File: src/rtl/uart_rx_cfg_if.sv
// Serial-line and received-frame signals of the configurable UART receiver.
// The slave side is the receiver; the master side is whoever drives rx and baud_tick.
interface uart_rx_cfg_if #(
    parameter int DBIT = 8
);
    logic            rx;
    logic            baud_tick;
    logic            rx_done_tick;
    logic [DBIT-1:0] rx_data;
    logic            parity_err;
    logic            frame_err;

    modport master (
        output rx, baud_tick,
        input  rx_done_tick, rx_data, parity_err, frame_err
    );

    modport slave (
        input  rx, baud_tick,
        output rx_done_tick, rx_data, parity_err, frame_err
    );
endinterface

File: src/rtl/uart_rx_cfg.sv
// Oversampling UART receiver with configurable width, parity and stop length.
// It rejects false starts and flags parity and framing errors on every delivered frame.
module uart_rx_cfg #(
    parameter int DBIT       = 8,
    parameter int OVS        = 16,
    parameter int SB_TICK    = 16,
    parameter int PARITY_EN  = 0,
    parameter int PARITY_ODD = 0
) (
    input  logic         clk,
    input  logic         reset,
    uart_rx_cfg_if.slave bus
);
    localparam int SMAX = (OVS > SB_TICK) ? OVS : SB_TICK;
    localparam int CW   = $clog2(SMAX);
    localparam int NW   = $clog2(DBIT + 1);

    localparam logic [CW-1:0] S_HALF  = CW'(OVS / 2 - 1);
    localparam logic [CW-1:0] S_BIT   = CW'(OVS - 1);
    localparam logic [CW-1:0] S_STOP  = CW'(SB_TICK - 1);
    localparam logic [NW-1:0] N_LAST  = NW'(DBIT - 1);
    localparam logic          HAS_PAR = (PARITY_EN != 0);
    localparam logic          ODD_BIT = (PARITY_ODD != 0);

    typedef enum logic [2:0] {IDLE, START, DATA, PAR, STOP} state_t;

    logic            rx_meta, rxs;
    state_t          state, state_n;
    logic [CW-1:0]   s, s_n;
    logic [NW-1:0]   n, n_n;
    logic [DBIT-1:0] b, b_n;
    logic            pbit, pbit_n;
    logic            done_q, done_n;
    logic [DBIT-1:0] data_q, data_n;
    logic            perr_q, perr_n;
    logic            ferr_q, ferr_n;

    always_ff @(posedge clk or posedge reset) begin
        if (reset) begin
            rx_meta <= 1'b1;
            rxs     <= 1'b1;
            state   <= IDLE;
            s       <= '0;
            n       <= '0;
            b       <= '0;
            pbit    <= 1'b0;
            done_q  <= 1'b0;
            data_q  <= '0;
            perr_q  <= 1'b0;
            ferr_q  <= 1'b0;
        end else begin
            rx_meta <= bus.rx;
            rxs     <= rx_meta;
            state   <= state_n;
            s       <= s_n;
            n       <= n_n;
            b       <= b_n;
            pbit    <= pbit_n;
            done_q  <= done_n;
            data_q  <= data_n;
            perr_q  <= perr_n;
            ferr_q  <= ferr_n;
        end
    end

    always_comb begin
        state_n = state;
        s_n     = s;
        n_n     = n;
        b_n     = b;
        pbit_n  = pbit;
        done_n  = 1'b0;
        data_n  = data_q;
        perr_n  = perr_q;
        ferr_n  = ferr_q;
        case (state)
            IDLE: begin
                if (!rxs) begin
                    state_n = START;
                    s_n     = '0;
                end
            end
            START: begin
                // Half a bit in: a line back high means a glitch, not a start bit.
                if (bus.baud_tick) begin
                    if (s == S_HALF) begin
                        if (!rxs) begin
                            state_n = DATA;
                            s_n     = '0;
                            n_n     = '0;
                        end else begin
                            state_n = IDLE;
                        end
                    end else begin
                        s_n = s + CW'(1);
                    end
                end
            end
            DATA: begin
                if (bus.baud_tick) begin
                    if (s == S_BIT) begin
                        s_n = '0;
                        b_n = {rxs, b[DBIT-1:1]};
                        n_n = n + NW'(1);
                        if (n == N_LAST)
                            state_n = HAS_PAR ? PAR : STOP;
                    end else begin
                        s_n = s + CW'(1);
                    end
                end
            end
            PAR: begin
                if (bus.baud_tick) begin
                    if (s == S_BIT) begin
                        pbit_n  = rxs;
                        s_n     = '0;
                        state_n = STOP;
                    end else begin
                        s_n = s + CW'(1);
                    end
                end
            end
            STOP: begin
                if (bus.baud_tick) begin
                    if (s == S_STOP) begin
                        state_n = IDLE;
                        done_n  = 1'b1;
                        data_n  = b;
                        ferr_n  = ~rxs;
                        perr_n  = HAS_PAR ? (^b ^ pbit ^ ODD_BIT) : 1'b0;
                    end else begin
                        s_n = s + CW'(1);
                    end
                end
            end
            default: state_n = IDLE;
        endcase
    end

    assign bus.rx_done_tick = done_q;
    assign bus.rx_data      = data_q;
    assign bus.parity_err   = perr_q;
    assign bus.frame_err    = ferr_q;
endmodule

File: src/flat_wrapper.sv
// flat-port wrapper written by rule: the top's interface ports become plain ports
module uart_rx_cfg_flat 
#(
    parameter int DBIT       = 8,
    parameter int OVS        = 16,
    parameter int SB_TICK    = 16,
    parameter int PARITY_EN  = 0,
    parameter int PARITY_ODD = 0
)
  (clk, reset, bus_rx, bus_baud_tick, bus_rx_done_tick, bus_rx_data, bus_parity_err, bus_frame_err);
  uart_rx_cfg_if #(.DBIT(DBIT)) bus_i ();
  input  logic clk;
  input  logic reset;
  input wire logic [$bits(bus_i.rx)-1:0] bus_rx;
  input wire logic [$bits(bus_i.baud_tick)-1:0] bus_baud_tick;
  output wire logic [$bits(bus_i.rx_done_tick)-1:0] bus_rx_done_tick;
  output wire logic [$bits(bus_i.rx_data)-1:0] bus_rx_data;
  output wire logic [$bits(bus_i.parity_err)-1:0] bus_parity_err;
  output wire logic [$bits(bus_i.frame_err)-1:0] bus_frame_err;
  assign bus_i.rx = bus_rx;
  assign bus_i.baud_tick = bus_baud_tick;
  assign bus_rx_done_tick = bus_i.rx_done_tick;
  assign bus_rx_data = bus_i.rx_data;
  assign bus_parity_err = bus_i.parity_err;
  assign bus_frame_err = bus_i.frame_err;
  uart_rx_cfg #(.DBIT(DBIT), .OVS(OVS), .SB_TICK(SB_TICK), .PARITY_EN(PARITY_EN), .PARITY_ODD(PARITY_ODD)) u_core (.clk(clk), .reset(reset), .bus(bus_i));
endmodule
File: config.mk
export PLATFORM = sky130hd
export DESIGN_NAME = uart_rx_cfg_flat
export DESIGN_NICKNAME = d
export VERILOG_FILES = /design/src/rtl/uart_rx_cfg_if.sv /design/src/rtl/uart_rx_cfg.sv /design/src/flat_wrapper.sv
export SDC_FILE = /design/constraint.sdc
export NUM_CORES = 1
export LEC_CHECK = 0
export CAP_MARGIN = 20
export CORE_UTILIZATION = 40
export DETAILED_ROUTE_END_ITERATION = 12
export GPL_TIMING_DRIVEN = 0
export PLACE_DENSITY_LB_ADDON = 0.1
export SYNTH_ARGS = -nofsm -noshare
export SYNTH_HDL_FRONTEND = slang
export SYNTH_SLANG_ARGS = --single-unit
File: constraint.sdc
create_clock -name clk -period 2.1 [get_ports clk]
set_input_delay 0.42 -clock clk [delete_from_list [all_inputs] [get_ports clk]]
set_output_delay 0.42 -clock clk [all_outputs]
set_load 0.1 [all_outputs]
==> run summary <==
## Logic synthesis
- **synthesized instance count** 126
- **Synth Net Count** 132
- **Yosys top cell by area** sky130_fd_sc_hd__dfrtp_1
- **simple-gate share of the synthesized area** 0.1342
- **Most used DFF post-synth** sky130_fd_sc_hd__dfrtp_1
- **fraction of registers with async set/reset** 1.000
- **number of synthesized register bits** 31
- **Synth Area in Compound Gates** 0.1231
- **multiplexer share of the synthesized area** 0.1724
- **syn avg cell area** 12.50 µm²
- **xor/xnor cell area share of the yosys netlist** 0.01112
- **Synth cell types** 45
- **fraction of the yosys area taken by sequential cells** 0.4940
- **count of flip-flops with a built-in enable after synthesis** 0
- **post-synthesis instance area** 1575 µm²
- **Adder-Cell Fraction of Synth Area** 0.01589
- **main combinational cell family by area after synthesis** multiplexers
- **Synth Warn #** 0
- **area fraction of the dominant cell type after synthesis** 0.4607
- **most area-consuming cells after synthesis** sky130_fd_sc_hd__dfrtp_1, sky130_fd_sc_hd__mux2_4, sky130_fd_sc_hd__mux2_1

## Route
- **routed length on met3** 87 µm
- **Detailed Route Iter0 Violations** 47
- **Residual DRC** 0
- **total wirelength of the detailed-routed design** 2618 µm
- **met1 routed wirelength after detailed routing** 1202 µm
- **number of vias per cell after detailed routing** 5.291
- **WL/cell** 13.36 µm
- **TritonRoute pass-1 iters** 4
- **count of antenna-violating nets left after detailed routing** 0
- **vias post-DR** 1037
- **top layer used by detailed routing** met4
- **met2 WL** 1246 µm

## Place
- **post-placement cell area** 1793 µm²
- **Final GP Congestion** 0.7862
- **half-perimeter wire length after placement** 1889 µm
- **number of I/O port buffers** 13

## Floorplanning
- **height of the die** 64.76 µm
- **core footprint** 3716 µm²
- **die width** 64.76 µm
- **initial standard-cell utilization of the core** 0.4239
- **row count** 22
- **die area** 4193 µm²
- **Ports** 15

## STA
- **worst-case clock skew** 0.003193 ns
- **worst slew slack as a fraction of its limit** 0.3600
- **Min Hold Slack** 0.3595 ns
- **crit path time final** 1.903 ns
- **final slew viol count** 0
- **RSZ-0062 raised after global routing** no
- **transition time of the tightest slew-check pin** 0.9638 ns
- **setup TNS** 0 ns
- **final setup vio count** 0
- **count of final hold-check violations** 0
- **Final Cycle Share** 0.9063
- **Peak Freq** 0.5254 GHz

## Clock network
- **CTS buffer count** 5
- **TritonCTS clock tree** done
- **Clock H-tree levels** 2
- **buffers from clock root to sink, at most** 2
- **number of hold buffers added after CTS** 0
- **root buffer cell** sky130_fd_sc_hd__clkbuf_8
- **Setup Fix Bufs, Post-CTS** 0
- **clock network latency to the later pin of the worst-skew pair** 0.28 ns
- **total clock sinks** 31
- **count of cells resized by post-cts repair** 10
- **clock transition at the registers of the reported paths** 0.06 ns

## GRT
- **number of antenna violations at the first check in global routing** 0
- **wire length of the first global-routing pass** 4747 µm
- **global-route usage over all layers** 0.1526
- **largest net degree at the start of global routing** 25
- **remaining global-route overflow** 0
- **vias in the first global route** 1050

## Pwr
- **maximum vdd ir drop** 382.5 µV
- **leakage power figure** 0.9420 nW
- **Cell Pwr Density** 952.8 nW/µm²
- **combinational share of power** 0.318
- **net switching power of the design** 567.7 µW
- **share of power burned in the clock network** 0.281
- **share of total power in sequential cells** 0.401
- **internal power** 1.224 mW
- **switch share** 0.3168

## Job
- **number of max-cap violations** 0

## Run status
- **outcome** finished, final reports clean

## Worst setup path
- **data arrival at the endpoint of the critical path** 1.48 ns
- **data required time at the worst endpoint** 1.68 ns
- **dominant delay contributor by cell family on the critical path** buffers and inverters
- **Critical Path Start Type** flop
- **combined buffer and inverter count along the critical path** 1
- **critical path fanouts, max** 2
- **start-to-end type of the worst setup path** reg -> out
- **slowest stage cell, crit path** sky130_fd_sc_hd__dlygate4sd2_1
- **reg-to-reg critical path startpoint** u_core.s[0]
- **largest incremental delay on the critical path** 0.86 ns
- **Critical Path Source** u_core.bus.rx_data[7]
- **endpoint kind of the worst setup timing path** output port
- **worst-path cell chain** dlygate4sd2_1

## Finish
- **final net count** 153
- **diodes inserted** 0
- **Syn-to-layout area delta** 19.38%
- **share of layout cells above drive strength 1** 0.2770
- **post-route cell area** 1881 µm²

## Worst hold path
- **class of the tightest hold or removal check** reg -> reg
- **worst hold path startpoint** u_core.rx_meta

## metal layers
layer | track usage | vias to the layer above
met2 | 0.2357 | 15
met5 | 0 | -
met4 | 0.1083 | 0
met1 | 0.1837 | 516
li1 | - | 499
met3 | 0.03873 | 7
## per-stage QoR
stage / power (mW) / util / instances / setup slack [ns]
global route: 1.897 / 0.5061 / 196 / 0.1369
finish: 1.792 / 0.5061 / 196 / 0.1968
CTS: 1.815 / 0.5061 / 196 / 0.1852
detailed placement: 1.306 / 0.4825 / 188 / 0.1067
global placement: 1.289 / 0.4751 / 187 / 0.1223
floorplan: 1.201 / - / 126 / 0.4877
## cells in the mapped netlist (2+ instances only)
| master | n |
|---|---|
| sky130_fd_sc_hd__o21ai_0 | 5 |
| sky130_fd_sc_hd__mux2i_1 | 2 |
| sky130_fd_sc_hd__mux2_4 | 10 |
| sky130_fd_sc_hd__dfstp_2 | 2 |
| sky130_fd_sc_hd__nand2b_1 | 2 |
| sky130_fd_sc_hd__a21oi_1 | 2 |
| sky130_fd_sc_hd__buf_4 | 2 |
| sky130_fd_sc_hd__nand3_1 | 6 |
| sky130_fd_sc_hd__inv_1 | 6 |
| sky130_fd_sc_hd__a32o_1 | 2 |
| sky130_fd_sc_hd__buf_2 | 5 |
| sky130_fd_sc_hd__nand3b_1 | 2 |
| sky130_fd_sc_hd__nor2_1 | 2 |
| sky130_fd_sc_hd__o22ai_1 | 2 |
| sky130_fd_sc_hd__xnor2_1 | 2 |
| sky130_fd_sc_hd__mux2_2 | 2 |
| sky130_fd_sc_hd__a22o_1 | 3 |
| sky130_fd_sc_hd__nor3_1 | 2 |
| sky130_fd_sc_hd__ha_1 | 2 |
| sky130_fd_sc_hd__o31ai_1 | 2 |
| sky130_fd_sc_hd__mux2_1 | 7 |
| sky130_fd_sc_hd__nand2_1 | 4 |
| sky130_fd_sc_hd__dfrtp_1 | 29 |
| sky130_fd_sc_hd__nand4_1 | 2 |
## sequential cells by signal, summed over array words and instances, names as in the netlist
signal / flops
u_core.n: 4
u_core.bus.rx_data: 8
u_core.s: 4
u_core.rx_meta: 1
u_core.bus.rx_done_tick: 1
u_core.state: 3
u_core.bus.frame_err: 1
u_core.rxs: 1
u_core.b: 8
## worst paths after layout
check | depth (start not counted) | end | slack (ns)
min reg2reg | 0 | u_core.rxs | 0.36
max in group asynchronous | 3 | u_core.rxs | 1.14
max | 1 | bus_rx_data[7] | 0.20
max reg2reg | 5 | u_core.bus.rx_data[4] | 0.33
min | 0 | u_core.rxs | 0.36
min in group asynchronous | 2 | u_core.state[0] | 0.43
## power groups by stage
stage          Sequential [mW]  Combinational (mW)  Clock, mW
2_1_floorplan            0.742               0.459          0
3_3_place_gp             0.726               0.564          0
3_5_place_dp             0.729               0.577          0
4_1_cts                  0.718               0.575      0.522
5_1_grt                  0.724               0.619      0.554
6_report                 0.718               0.570      0.504
## cells in the final DEF, fill, tap and decap left out, types with 4 or more instances in the layout
master                          count
sky130_fd_sc_hd__dlygate4sd2_1     10
sky130_fd_sc_hd__clkbuf_8           7
sky130_fd_sc_hd__nand2_1            4
sky130_fd_sc_hd__buf_2              5
sky130_fd_sc_hd__o21ai_0            5
sky130_fd_sc_hd__inv_1              6
sky130_fd_sc_hd__nand3_1            6
sky130_fd_sc_hd__dfrtp_1           29
sky130_fd_sc_hd__mux2_1             7
sky130_fd_sc_hd__mux2_4            10
## logic make-up after synthesis
group,after synthesis
simple gates,31
buf+inv,14
xor+xnor,2
flops,31
fa+ha+maj,2
mux,21
other cells,1
compound gates,24
## layout make-up
| cell class | instances | area, µm² |
|---|---|---|
| Buffer | 8 | 51.30 |
| Clock buffer | 8 | 100.1 |
| Fill cell | 366 | 1836 |
| Inverter | 6 | 22.52 |
| Multi-Input combinational cell | 81 | 723.2 |
| Sequential cell | 31 | 778.2 |
| Tap cell | 48 | 60.06 |
| Timing Repair Buffer | 14 | 145.1 |
(Power assumes the default switching activity.)
